$ cat config.mk
export PLATFORM = sky130hd
export DESIGN_NAME = ship_cfg_sequencer_flat
export DESIGN_NICKNAME = d
export VERILOG_FILES = /design/src/rtl/ship_cfg_pkg.sv /design/src/rtl/ship_cfg_sequencer_if.sv /design/src/rtl/ship_fit_check.sv /design/src/rtl/ship_cfg_sequencer.sv /design/src/flat_wrapper.sv
export SDC_FILE = /design/constraint.sdc
export NUM_CORES = 1
export LEC_CHECK = 0
export CORE_AREA = 4 4 81 83
export DETAILED_ROUTE_END_ITERATION = 10
export DIE_AREA = 0 0 85 87
export PLACE_DENSITY = 0.74
export SLEW_MARGIN = 25
export SYNTH_ARGS = -nofsm -noshare
export SYNTH_HDL_FRONTEND = slang
export SYNTH_SLANG_ARGS = --single-unit
export TNS_END_PERCENT = 30
$ cat constraint.sdc
create_clock -name clk -period 2.63 [get_ports clk]
set_input_delay 0.526 -clock clk [delete_from_list [all_inputs] [get_ports clk]]
set_output_delay 0.526 -clock clk [all_outputs]
set_load 0.05 [all_outputs]
$ cat src/rtl/ship_cfg_pkg.sv
// Shared constants, types and packing helpers for the ship configuration sequencer.
package ship_cfg_pkg;

  localparam int unsigned NUM_SHIPS = 5;
  localparam int unsigned BOARD_DIM = 10;
  localparam int unsigned POS_W     = 7;
  localparam int unsigned SLOT_W    = 3;
  localparam int unsigned DATA_W    = 32;
  localparam int unsigned PAD_W     = 10;

  localparam int unsigned SHIP_LEN [NUM_SHIPS] = '{5, 4, 3, 3, 2};

  localparam logic [SLOT_W-1:0] SLOT_NONE = 3'b111;

  typedef enum logic [1:0] {
    ERR_BAD_SLOT  = 2'd0,
    ERR_POS_RANGE = 2'd1,
    ERR_NO_FIT    = 2'd2
  } err_code_e;

  typedef enum logic [1:0] {
    ST_IDLE,
    ST_HALF,
    ST_EMIT,
    ST_DONE
  } state_e;

  typedef struct packed {
    logic [POS_W-1:0]  pos;
    logic              vert;
    logic [SLOT_W-1:0] slot;
  } ship_half_t;

  localparam ship_half_t HALF_NONE = '{pos: '0, vert: 1'b0, slot: SLOT_NONE};

  // Ship length for a slot; zero for slots outside the bank.
  function automatic int unsigned ship_len(input logic [SLOT_W-1:0] slot);
    if (32'(slot) < NUM_SHIPS) return SHIP_LEN[slot];
    return 0;
  endfunction

  // Half A lands in the upper bits, half B below it, low bits zero.
  function automatic logic [DATA_W-1:0] pack_word(input ship_half_t a, input ship_half_t b);
    return {a, b, {PAD_W{1'b0}}};
  endfunction

  // One-hot mask bit for a slot; empty for the unused-slot marker.
  function automatic logic [NUM_SHIPS-1:0] slot_bit(input logic [SLOT_W-1:0] slot);
    logic [NUM_SHIPS-1:0] m;
    m = '0;
    if (32'(slot) < NUM_SHIPS) m[slot] = 1'b1;
    return m;
  endfunction

endpackage

$ cat src/rtl/ship_cfg_sequencer_if.sv
// Placement request / bank write bus between the MMIO side and the ship sequencer.
interface ship_cfg_sequencer_if;
  import ship_cfg_pkg::*;

  logic                 req_valid;
  logic                 req_ready;
  logic [SLOT_W-1:0]    req_slot;
  logic [POS_W-1:0]     req_pos;
  logic                 req_vert;
  logic                 commit;
  logic [DATA_W-1:0]    ship_data;
  logic                 enable;
  logic [NUM_SHIPS-1:0] loaded_mask;
  logic                 err;
  logic [1:0]           err_code;
  logic                 done;

  modport master (
    output req_valid, req_slot, req_pos, req_vert, commit,
    input  req_ready, ship_data, enable, loaded_mask, err, err_code, done
  );

  modport slave (
    input  req_valid, req_slot, req_pos, req_vert, commit,
    output req_ready, ship_data, enable, loaded_mask, err, err_code, done
  );

endinterface

$ cat src/rtl/ship_fit_check.sv
// Combinational placement validator: slot range, position range and board fit.
// Board-edge fit is only enforced when SHIP_CFG_FIT_CHECK_EN is defined.
module ship_fit_check
  import ship_cfg_pkg::*;
(
  input  logic [SLOT_W-1:0] slot,
  input  logic [POS_W-1:0]  pos,
  input  logic              vert,
  output logic              ok,
  output err_code_e         code
);

`ifdef SHIP_CFG_FIT_CHECK_EN
  localparam bit FIT_EN = 1'b1;
`else
  localparam bit FIT_EN = 1'b0;
`endif

  // pos/10 as (pos*205)>>11, exact for every 7-bit position
  localparam int unsigned DIV_MUL   = 205;
  localparam int unsigned DIV_SHIFT = 11;

  logic [15:0]  prod;
  logic [3:0]   row;
  logic [3:0]   col;
  int unsigned  len;
  int unsigned  extent;
  logic         fits;

  always_comb begin
    prod   = 16'(pos) * 16'(DIV_MUL);
    row    = 4'(prod >> DIV_SHIFT);
    col    = 4'(pos - 7'(32'(row) * BOARD_DIM));
    len    = ship_len(slot);
    extent = (vert ? 32'(row) : 32'(col)) + len;
    fits   = (extent <= BOARD_DIM);
  end

  // First failing check wins.
  always_comb begin
    ok   = 1'b0;
    code = ERR_BAD_SLOT;
    if (32'(slot) >= NUM_SHIPS) begin
      code = ERR_BAD_SLOT;
    end else if (32'(pos) >= BOARD_DIM * BOARD_DIM) begin
      code = ERR_POS_RANGE;
    end else if (FIT_EN && !fits) begin
      code = ERR_NO_FIT;
    end else begin
      ok = 1'b1;
    end
  end

endmodule

$ cat src/rtl/ship_cfg_sequencer.sv
// Ship register bank front end: validates placements, pairs them into bank words,
// strobes them into the bank and reports commit completion.
module ship_cfg_sequencer
  import ship_cfg_pkg::*;
(
  input  logic                 clk,
  input  logic                 rst_n,
  ship_cfg_sequencer_if.slave  bus
);

  state_e               state_q, state_d;
  ship_half_t           half_q, half_d;
  logic                 flush_q, flush_d;
  logic [DATA_W-1:0]    data_q, data_d;
  logic                 enable_q, enable_d;
  logic                 err_q, err_d;
  err_code_e            code_q, code_d;
  logic                 done_q, done_d;
  logic [NUM_SHIPS-1:0] mask_q, mask_d;
  logic                 ready_q, ready_d;

  logic                 chk_ok;
  err_code_e            chk_code;
  logic                 accept;
  ship_half_t           new_half;

  ship_fit_check u_fit (
    .slot (bus.req_slot),
    .pos  (bus.req_pos),
    .vert (bus.req_vert),
    .ok   (chk_ok),
    .code (chk_code)
  );

  assign accept   = bus.req_valid && ready_q;
  assign new_half = '{pos: bus.req_pos, vert: bus.req_vert, slot: bus.req_slot};

  // Next state and next registered outputs.
  always_comb begin
    state_d  = state_q;
    half_d   = half_q;
    flush_d  = flush_q;
    data_d   = data_q;
    code_d   = code_q;
    mask_d   = mask_q;
    enable_d = 1'b0;
    err_d    = 1'b0;
    done_d   = 1'b0;

    case (state_q)
      ST_IDLE: begin
        if (accept && chk_ok) begin
          half_d  = new_half;
          state_d = ST_HALF;
        end
      end
      ST_HALF: begin
        if (accept && chk_ok) begin
          if (new_half.slot == half_q.slot) begin
            half_d = new_half;
          end else begin
            data_d   = pack_word(half_q, new_half);
            mask_d   = mask_q | slot_bit(half_q.slot) | slot_bit(new_half.slot);
            enable_d = 1'b1;
            flush_d  = 1'b0;
            state_d  = ST_EMIT;
          end
        end
      end
      ST_EMIT: begin
        state_d = flush_q ? ST_DONE : ST_IDLE;
        done_d  = flush_q;
        flush_d = 1'b0;
      end
      default: begin
        state_d = ST_IDLE;
      end
    endcase

    if (accept && !chk_ok) begin
      err_d  = 1'b1;
      code_d = chk_code;
    end

    // Commit acts on the state left by any same-cycle request.
    if (bus.commit) begin
      if (state_d == ST_HALF) begin
        data_d   = pack_word(half_d, HALF_NONE);
        mask_d   = mask_q | slot_bit(half_d.slot);
        enable_d = 1'b1;
        flush_d  = 1'b1;
        state_d  = ST_EMIT;
      end else if ((state_q == ST_IDLE) && (state_d == ST_IDLE)) begin
        done_d  = 1'b1;
        state_d = ST_DONE;
      end
    end

    ready_d = (state_d == ST_IDLE) || (state_d == ST_HALF);
  end

  always_ff @(posedge clk or negedge rst_n) begin
    if (!rst_n) begin
      state_q  <= ST_IDLE;
      half_q   <= HALF_NONE;
      flush_q  <= 1'b0;
      data_q   <= '0;
      enable_q <= 1'b0;
      err_q    <= 1'b0;
      code_q   <= ERR_BAD_SLOT;
      done_q   <= 1'b0;
      mask_q   <= '0;
      ready_q  <= 1'b1;
    end else begin
      state_q  <= state_d;
      half_q   <= half_d;
      flush_q  <= flush_d;
      data_q   <= data_d;
      enable_q <= enable_d;
      err_q    <= err_d;
      code_q   <= code_d;
      done_q   <= done_d;
      mask_q   <= mask_d;
      ready_q  <= ready_d;
    end
  end

  assign bus.req_ready   = ready_q;
  assign bus.ship_data   = data_q;
  assign bus.enable      = enable_q;
  assign bus.loaded_mask = mask_q;
  assign bus.err         = err_q;
  assign bus.err_code    = code_q;
  assign bus.done        = done_q;

endmodule

$ cat src/flat_wrapper.sv
// flat-port wrapper written by rule: the top's interface ports become plain ports
module ship_cfg_sequencer_flat import ship_cfg_pkg::*;
  (clk, rst_n, bus_req_valid, bus_req_slot, bus_req_pos, bus_req_vert, bus_commit, bus_req_ready, bus_ship_data, bus_enable, bus_loaded_mask, bus_err, bus_err_code, bus_done);
  ship_cfg_sequencer_if bus_i ();
  input  logic clk;
  input  logic rst_n;
  input wire logic [$bits(bus_i.req_valid)-1:0] bus_req_valid;
  input wire logic [$bits(bus_i.req_slot)-1:0] bus_req_slot;
  input wire logic [$bits(bus_i.req_pos)-1:0] bus_req_pos;
  input wire logic [$bits(bus_i.req_vert)-1:0] bus_req_vert;
  input wire logic [$bits(bus_i.commit)-1:0] bus_commit;
  output wire logic [$bits(bus_i.req_ready)-1:0] bus_req_ready;
  output wire logic [$bits(bus_i.ship_data)-1:0] bus_ship_data;
  output wire logic [$bits(bus_i.enable)-1:0] bus_enable;
  output wire logic [$bits(bus_i.loaded_mask)-1:0] bus_loaded_mask;
  output wire logic [$bits(bus_i.err)-1:0] bus_err;
  output wire logic [$bits(bus_i.err_code)-1:0] bus_err_code;
  output wire logic [$bits(bus_i.done)-1:0] bus_done;
  assign bus_i.req_valid = bus_req_valid;
  assign bus_i.req_slot = bus_req_slot;
  assign bus_i.req_pos = bus_req_pos;
  assign bus_i.req_vert = bus_req_vert;
  assign bus_i.commit = bus_commit;
  assign bus_req_ready = bus_i.req_ready;
  assign bus_ship_data = bus_i.ship_data;
  assign bus_enable = bus_i.enable;
  assign bus_loaded_mask = bus_i.loaded_mask;
  assign bus_err = bus_i.err;
  assign bus_err_code = bus_i.err_code;
  assign bus_done = bus_i.done;
  ship_cfg_sequencer u_core (.clk(clk), .rst_n(rst_n), .bus(bus_i));
endmodule
=== Word level (Yosys, flattened, before mapping) ===
Cells that the tools add are included.

* Bits in registers: 57
* Logic and storage cells: 101

* Order comparisons: 11
* Equal/unequal tests: 5
* Multiplexer cells: 58
* Bitwise logic cells: 3
* Reductions and logical operators: 12

{| class="wikitable"
|+ Operator list
! cell !! count
|-
| 2-to-1 mux 32 bit || 5
|-
| 2-to-1 mux 5 bit || 16
|-
| 2-to-1 mux 11 bit || 3
|-
| case mux 11 bit (2 select lines) || 1
|-
| 2-to-1 mux 1 bit || 21
|-
| bitwise OR 5 bit || 3
|-
| 2-to-1 mux 2 bit || 7
|-
| < comparator 3 x 4 -> 1 bit (second input constant) || 3
|-
| demux 1 bit (select 3 bit) || 3
|-
| greater-or-equal comparator 3 x 1 -> 1 bit (second input constant) || 3
|-
| < comparator 3 bit (second input constant) || 3
|-
| greater-or-equal comparator 7 bit (second input constant) || 1
|-
| logical AND 1 bit || 7
|-
| equality test 2 x 1 -> 1 bit (second input constant) || 3
|-
| logical NOT 2 bit || 3
|-
| case mux 2 bit (3 select lines) || 1
|-
| equality test 3 bit || 1
|-
| greater-or-equal comparator 3 bit (second input constant) || 1
|-
| equality test 2 bit (second input constant) || 1
|-
| case mux 1 bit (2 select lines) || 1
|-
| logical NOT 1 bit || 1
|-
| logical OR 1 bit || 1
|}

=== Depth between registers and ports, before layout ===
* Depth in word-level cells: 16
* Gate-level depth with buffers: 8
* Mapped depth without buffers: 7

=== Modules after synthesis ===
Synthesis repeated with hierarchy kept, for this count alone.

* Cell total of the unflattened synthesis: 261
* Area, all modules: 2761.4 µm²

{| class="wikitable"
|+ By module, submodules not included
! module !! times used !! cells an instance !! area each (µm²)
|-
| ship_cfg_sequencer || 1 || 255 || 2716.4
|-
| ship_fit_check || 1 || 6 || 45.0
|}

=== Least setup slack after synthesis ===
Ideal clock, no wire load.

* Path type: reg2reg
* Start: register u_core.ready_q (netlist: u_core.bus.req_ready)
* End: register u_core.data_q[29] (netlist: u_core.bus.ship_data[29])
* Library setup time: 0.125 ns
* Data arrival time: 2.246 ns
* Required time: 2.505 ns
* Setup slack: 0.259 ns
* Cell stages (with the launch flop): 9
* Buffers on the path: 3
* Clock period less this slack: 2.371 ns
* Cells stage by stage: dfstp_2 -> and2_1 -> clkbuf_1 -> and3_1 -> buf_4 -> nand3_4 -> buf_2 -> mux2_1 -> mux2_2

* Longest elaborated chain between the ends: 7
* Elaborated cells on any way between the ends: 13
* Those cells by class: 1 x eq/ne; 10 x mux; 2 x reduce/logical

{| class="wikitable"
|+ RTL lines
! what !! RTL line !! RTL
|-
| start: declaration || ship_cfg_sequencer.sv:20 || <nowiki>logic ready_q, ready_d;</nowiki>
|-
| start signal: assignment || ship_cfg_sequencer.sv:124 || <nowiki>ready_q <= ready_d;</nowiki>
|-
| logical AND 1 bit (*) || ship_cfg_sequencer.sv:35 || <nowiki>assign accept = bus.req_valid && ready_q;</nowiki>
|-
| logical AND 1 bit (*) || ship_cfg_sequencer.sv:52, ship_cfg_sequencer.sv:58 ||
|-
| 2-to-1 mux 2 bit (on tied branches) || ship_cfg_sequencer.sv:58, ship_cfg_sequencer.sv:52 ||
|-
| case mux 2 bit (3 select lines) || ship_cfg_sequencer.sv:50 || <nowiki>case (state_q)</nowiki>
|-
| equality test 2 x 1 -> 1 bit || ship_cfg_sequencer.sv:87 || <nowiki>if (state_d == ST_HALF) begin</nowiki>
|-
| 2-to-1 mux 32 bit || ship_cfg_sequencer.sv:87 ||
|-
| 2-to-1 mux 32 bit (*) || ship_cfg_sequencer.sv:86 || <nowiki>if (bus.commit) begin</nowiki>
|-
| named net u_core.data_d[29] || ship_cfg_sequencer.sv:14 || <nowiki>logic [DATA_W-1:0] data_q, data_d;</nowiki>
|-
| end signal: assignment || ship_cfg_sequencer.sv:118 || <nowiki>data_q <= data_d;</nowiki>
|-
| end: declaration || ship_cfg_sequencer.sv:14 ||
|}

Mark *: on every way through the listed nets, which the timed path passes. The rest lies on a longest branch.
A chain may end at the register's enable or synchronous reset.

==> results.cfg <==
[pwr]
ir_drop_uv = 654
p_leak_uw = 0.00166
power.total_uw = 4400
power.density_nw_per_um2 = 1200

[detailed_routing]
dr.pass1.iters = 4
via_count = 2141
antenna_left = 0
drtIter0Drc = 91
drc_errors = 0
post_drt_wl_per_cell_um = 16.8
drt-total-wl_um = 6460
vias_per_cell = 5.56

[logic_synthesis]
synth_compound_area_share_pct = 22.3
synth_edf_count = 0
synth_nets = 242
synth-seq-cells = 56
synth_xor_area_share_pct = 0.970
ys_async_sr_fraction_pct = 100
syn_avg_cell_area_sq_um = 12.2
synthSimpleGateAreaFrac_pct = 9.97
synthAdderAreaFrac_pct = 1.85
synth_top_family_by_area = compound AO/OA/AOI/OAI gates
yosys.area.top_type = dfrtp_1
yosysWarnings = 0
synthFlopType = dfrtp_1
synth_top_area_share_pct = 48.0
syn_inst = 223
synthTopCellsByArea = dfrtp_1 48%, a22o_1 4.2%, dfstp_2 3.9%
ys_types = 53
seq_area_frac_synth_pct = 51.9
syn-cell-area_sq_um = 2710
synth.area.mux_share_pct = 8.86

[clocking]
worstSkewPairLatency_ps = 310
cts_buffer_depth = 2
path_clk_slew_ps = 100
cts_root_buf = clkbuf_8
clkSinkCount = 56
cts-resized-gates = 0
tritoncts = done
cts-buffers-inserted = 5
htreeDepth = 2
postCtsHoldBufs = 0

[global_route]
antenna_found_initial = 0
grt-ovfl-total = 0
grt_pass1_vias = 2181
grt_usage_pct = 18.3
grt_pass1_wl_um = 10700
grt_max_degree = 29

[die]
core-area_sq_um = 5850
start_util_pct = 46.3
die_y_um = 87
die_w_um = 85
dieArea_sq_um = 7400
pin_count = 58
fp-row-count = 28

[critical_path]
endpoint_kind = register
arrival_ps = 2770
start_kind = primary input
criticalPathCategory = in -> reg
cp_max_fo = 5
worstPathRequired_ps = 2840

[timing]
setup_viol = 0
post-route-period-util_pct = 97.4
fin_crit_ps = 2560
slew_viol_final = 0
tightest_slew_ps = 719
rsz0062_at_grt = no
clock.fmax_mhz = 390
fin_skew_ps = 5.82
relSlewSlack_pct = 51.9
final-hold-violation-count = 0

[place]
place_inst = 374
portBuffers = 56
gp_congestion = 0.858
post-dp-hpwl_um = 4730

[status]
status = finished clean

[cells_and_area]
multiInputGateArea_sq_um = 1200
fill_cells = 466
layout_commonest_cell = clkdlybuf4s50_1
fin_nets = 328
fin_cells = 385
area_delta_synth_final_pct = 35.2
drive_gt1_share_pct = 23.9
most-common-layout-cells = 55 x clkdlybuf4s50_1, 52 x dfrtp_1, 36 x buf_4, 14 x nand2_1
ff_latch_area_sq_um = 1410
antenna_cells = 0

[flow_run]
cap_violations = 0

[hold_path]
min_path_type = in -> async
## what timing repair did
item,CTS,global route
hold endpoints to repair,0,0
endpoints found under the setup margin,0,8
setup buffers,0,3
## report_power, final
part | internal [uW] | switching, uW | total [uW]
clock network | 197 | 291 | 487
registers | 1200 | 245 | 1450
logic | 979 | 1490 | 2460
total | 2380 | 2020 | 4400
## routing by layer
layer | wire (um) | track usage, % | up-vias
li1 | - | - | 997
met4 | 92 | 7.05 | 0
met2 | 3210 | 29.7 | 60
met5 | 0 | 0 | -
met1 | 2830 | 24.1 | 1076
met3 | 327 | 3.88 | 8
## flip-flops by register name, summed over array words and instances (netlist names), 2 cells and up
signal / count
u_core.bus.ship_data: 32
u_core.half_q: 11
u_core.bus.loaded_mask: 5
u_core.state_q: 2
## per-stage QoR
step | area, sq um | setup TNS, ps | worst slack (ps) | hold slack (ps) | util [%]
floorplan | 2710 | 0 | 259 | 230 | -
global placement | 3540 | -5920 | -221 | 469 | 60.5
detailed placement | 3550 | -4560 | -293 | 469 | 60.6
CTS | 3640 | 0 | 40.9 | 234 | 62.3
global route | 3660 | 0 | 43.2 | 259 | 62.6
finish | 3660 | 0 | 67.7 | 227 | 62.6
## worst max-delay path, stage by stage
cell	delay [ps]
clkdlybuf4s50_1	450
buf_4	170
o311a_1	400
or4_4	590
a22oi_4	160
inv_2	100
o41ai_2	360
## area by class of cell
type | count | area share (%)
inverters | 11 | 1.13
clock inverters | 3 | 0.717
well taps | 75 | 2.56
clock buffers | 5 | 1.88
multi-input cells | 143 | 32.8
flip-flops and latches | 56 | 38.4
repair buffers | 92 | 22.5
## cell families (layout without fill, tap and decap cells)
family	count (synthesis)	count (layout)
buf+inv	24	111
fa+ha+maj	4	4
compound gates	65	65
simple gates	48	48
flops	56	56
mux	22	22
xor+xnor	3	3
other cells	1	1
## path summary, 6_finish.rpt
path,slack (ps),endpoint,cells past startpoint,startpoint
worst max-delay path,70,u_core.bus.loaded_mask[1],7,bus_req_pos[3]
worst min-delay path,230,u_core.bus.ship_data[18],1,rst_n
worst max register to register,260,u_core.bus.ship_data[14],8,u_core.state_q[1]
worst min register to register,490,u_core.bus.loaded_mask[2],2,u_core.bus.loaded_mask[2]
max in group asynchronous,1650,u_core.bus.req_ready,2,rst_n
min in group clk,490,u_core.bus.loaded_mask[2],2,u_core.bus.loaded_mask[2]
## cell usage after synthesis, drive strengths merged (5+ instances only)
master  number
a21oi        8
a22o        13
a22oi        6
and2        13
buf         11
dfrtp       52
inv         11
mux2        16
mux2i        6
nand2       14
nand3        8
o211ai       5
Note: power is estimated with default switching activity, not from simulation.
==> RTL change, RTL diff (config.mk and constraints unchanged) <==
The 4 states of `state_e` get a one-hot encoding in 4 bits.
--- a/src/rtl/ship_cfg_pkg.sv
+++ b/src/rtl/ship_cfg_pkg.sv
@@ -18,11 +18,11 @@
     ERR_NO_FIT    = 2'd2
   } err_code_e;
 
-  typedef enum logic [1:0] {
-    ST_IDLE,
-    ST_HALF,
-    ST_EMIT,
-    ST_DONE
+  typedef enum logic [3:0] {
+    ST_IDLE = 4'b0001,
+    ST_HALF = 4'b0010,
+    ST_EMIT = 4'b0100,
+    ST_DONE = 4'b1000
   } state_e;
 
   typedef struct packed {
Formal check against the unedited RTL: no difference found for any inputs over 4 cycles, from zero or initial values and one cycle with rst_n low; so few cycles prove little.
==> RTL change against the original RTL <==
  * Worst setup slack better by 0.27 ns
  * Combinational power down 33%
  * Clock skew about the same
  * Synthesized cell count down 4.9%
  * Sequential power down 3%
  * Hold slack worse by 0.063 ns
  * Cell area down 3.4%
  * Area after synthesis down 5.4%
  * Critical path depth down 1
  * Total power down 4.1%
  * Sequential cell count up 2
  * Wire length down 7.4%
  * Die area unchanged
  * Non-clock buffer count down 23
==> RTL change: results (changes against the original RTL) <==
* Vias in the first global route at 2052 (was 2181)
* Post-DR wirelength/cell at 16.61 um (was 16.78 um)
* Critical path arrival at 2.52 ns (was 2.77 ns)
* Num CTS Buffers at 9 (was 5)
* Layout cells sized above 1 at 21.05% (was 23.87%)
* Final #Nets at 295 (was 328)
* Global-route usage over all layers at 17.95% (was 18.31%)
* Peak VDD IR at 0.5935 mV (was 0.6535 mV)
* Final HPWL DP at 4292 um (was 4726 um)
* Leakage at 1.544 nW (was 1.663 nW)
* Post-cts sizing count at 0 (unchanged)
* Largest net degree at the start of global routing at 36 (was 29)
* Peak fanout along the critical path at 4 (was 5)
* Unique masters post-synth at 50 (was 53)
* Placer Congestion at 0.7957 (was 0.8575)
* Status: completed (unchanged)
* First-pass GRT wire length at 10160 um (was 10700 um)
* Synth top cells by count: dfrtp_1 (53), inv_1 (14), a21oi_1 (13) (was dfrtp_1 (52), nand2_1 (14), a22o_1 (13), and2_1 (13))
* Slew HR at 63.21% (was 51.90%)
* Psw at 1.589 mW (was 2.021 mW)
* Syn_nets at 227 (was 242)
* Worst skew pair latency at 0.34 ns (was 0.31 ns)
* Dpl ws at -0.01539 ns (was -0.2931 ns)
* Layout Area Growth over Synthesis at 38.18% (was 35.23%)
* Placed cell areas at 0.003256 sq mm (was 0.003547 sq mm)
* Port Buffer Count at 56 (unchanged)
* Synth area leaders: dfrtp_1 (52%), dfstp_2 (5.1%), a22o_1 (3.8%), mux2i_1 (3.1%), and2_1 (2.7%) (was dfrtp_1 (48%), a22o_1 (4.2%), dfstp_2 (3.9%), mux2_1 (3.3%), mux2_2 (3.3%))
* H-tree lvl count at 3 (was 2)
* 1st-iter DRT viols at 98 (was 91)
* Layout filler cell count at 476 (was 466)
* Sequential area share after synthesis at 56.88% (was 51.89%)
* Clock skew at 0.005498 ns (was 0.005825 ns)
* Critical-path top delay cell: clkdlybuf4s50_1 (was or4_4)
[RTL change: metal layers]
layer | vias up | global-route usage (%) | part of all wire (%)
met1 | 944 | 22.48 | 44
met2 | 69 | 27.75 | 47
met5 | - | 0 | 0
met3 | 15 | 5.771 | 7.1
li1 | 908 | - | -
met4 | 0 | 9.496 | 2.4
[RTL change: cell families (layout without fill, tap and decap cells)]
family	after synthesis	after routing	synth area share, %
compound gates	58	58	18.12
flops	58	58	56.88
simple gates	52	52	13.48
buf+inv	27	100	5.029
mux	13	13	5.322
xor+xnor	3	3	1.026
other cells	1	1	0.1463
[RTL change: final cells by class]
cell class	instances	area share [%]
flip-flops and latches	58	41.17
multi-input cells	127	27.70
repair buffers	69	18.80
clock buffers	12	4.664
clock inverters	4	3.392
well taps	75	2.650
inverters	15	1.625
[RTL change: worst paths after layout]
path / start / endpoint / slack (ns) / depth (start not counted)
max reg2reg: u_core.state_q[3] / u_core.bus.ship_data[24] / 0.45 / 5
min reg2reg: u_core.half_q[3] / u_core.bus.ship_data[24] / 0.48 / 2
min in group clk: u_core.half_q[3] / u_core.bus.ship_data[24] / 0.48 / 2
min: rst_n / u_core.half_q[3] / 0.16 / 1
max in group asynchronous: rst_n / u_core.state_q[0] / 1.82 / 2
max: bus_req_pos[3] / u_core.bus.ship_data[31] / 0.34 / 6
[RTL change: through the flow]
stage,cells,TNS (ns)
final,360,0
after global routing,360,0
after CTS,360,0
after detailed placement,344,-0.03730
after global placement,344,0
after floorplan,212,0
[RTL change: power groups by stage]
stage | Sequential [mW] | Combinational (mW) | Clock [mW]
final | 1.40 | 1.66 | 1.16
after global routing | 1.43 | 1.77 | 1.23
after floorplan | 1.93 | 0.575 | 0
after detailed placement | 1.41 | 1.67 | 0
after CTS | 1.40 | 1.67 | 1.18
after global placement | 1.40 | 1.64 | 0
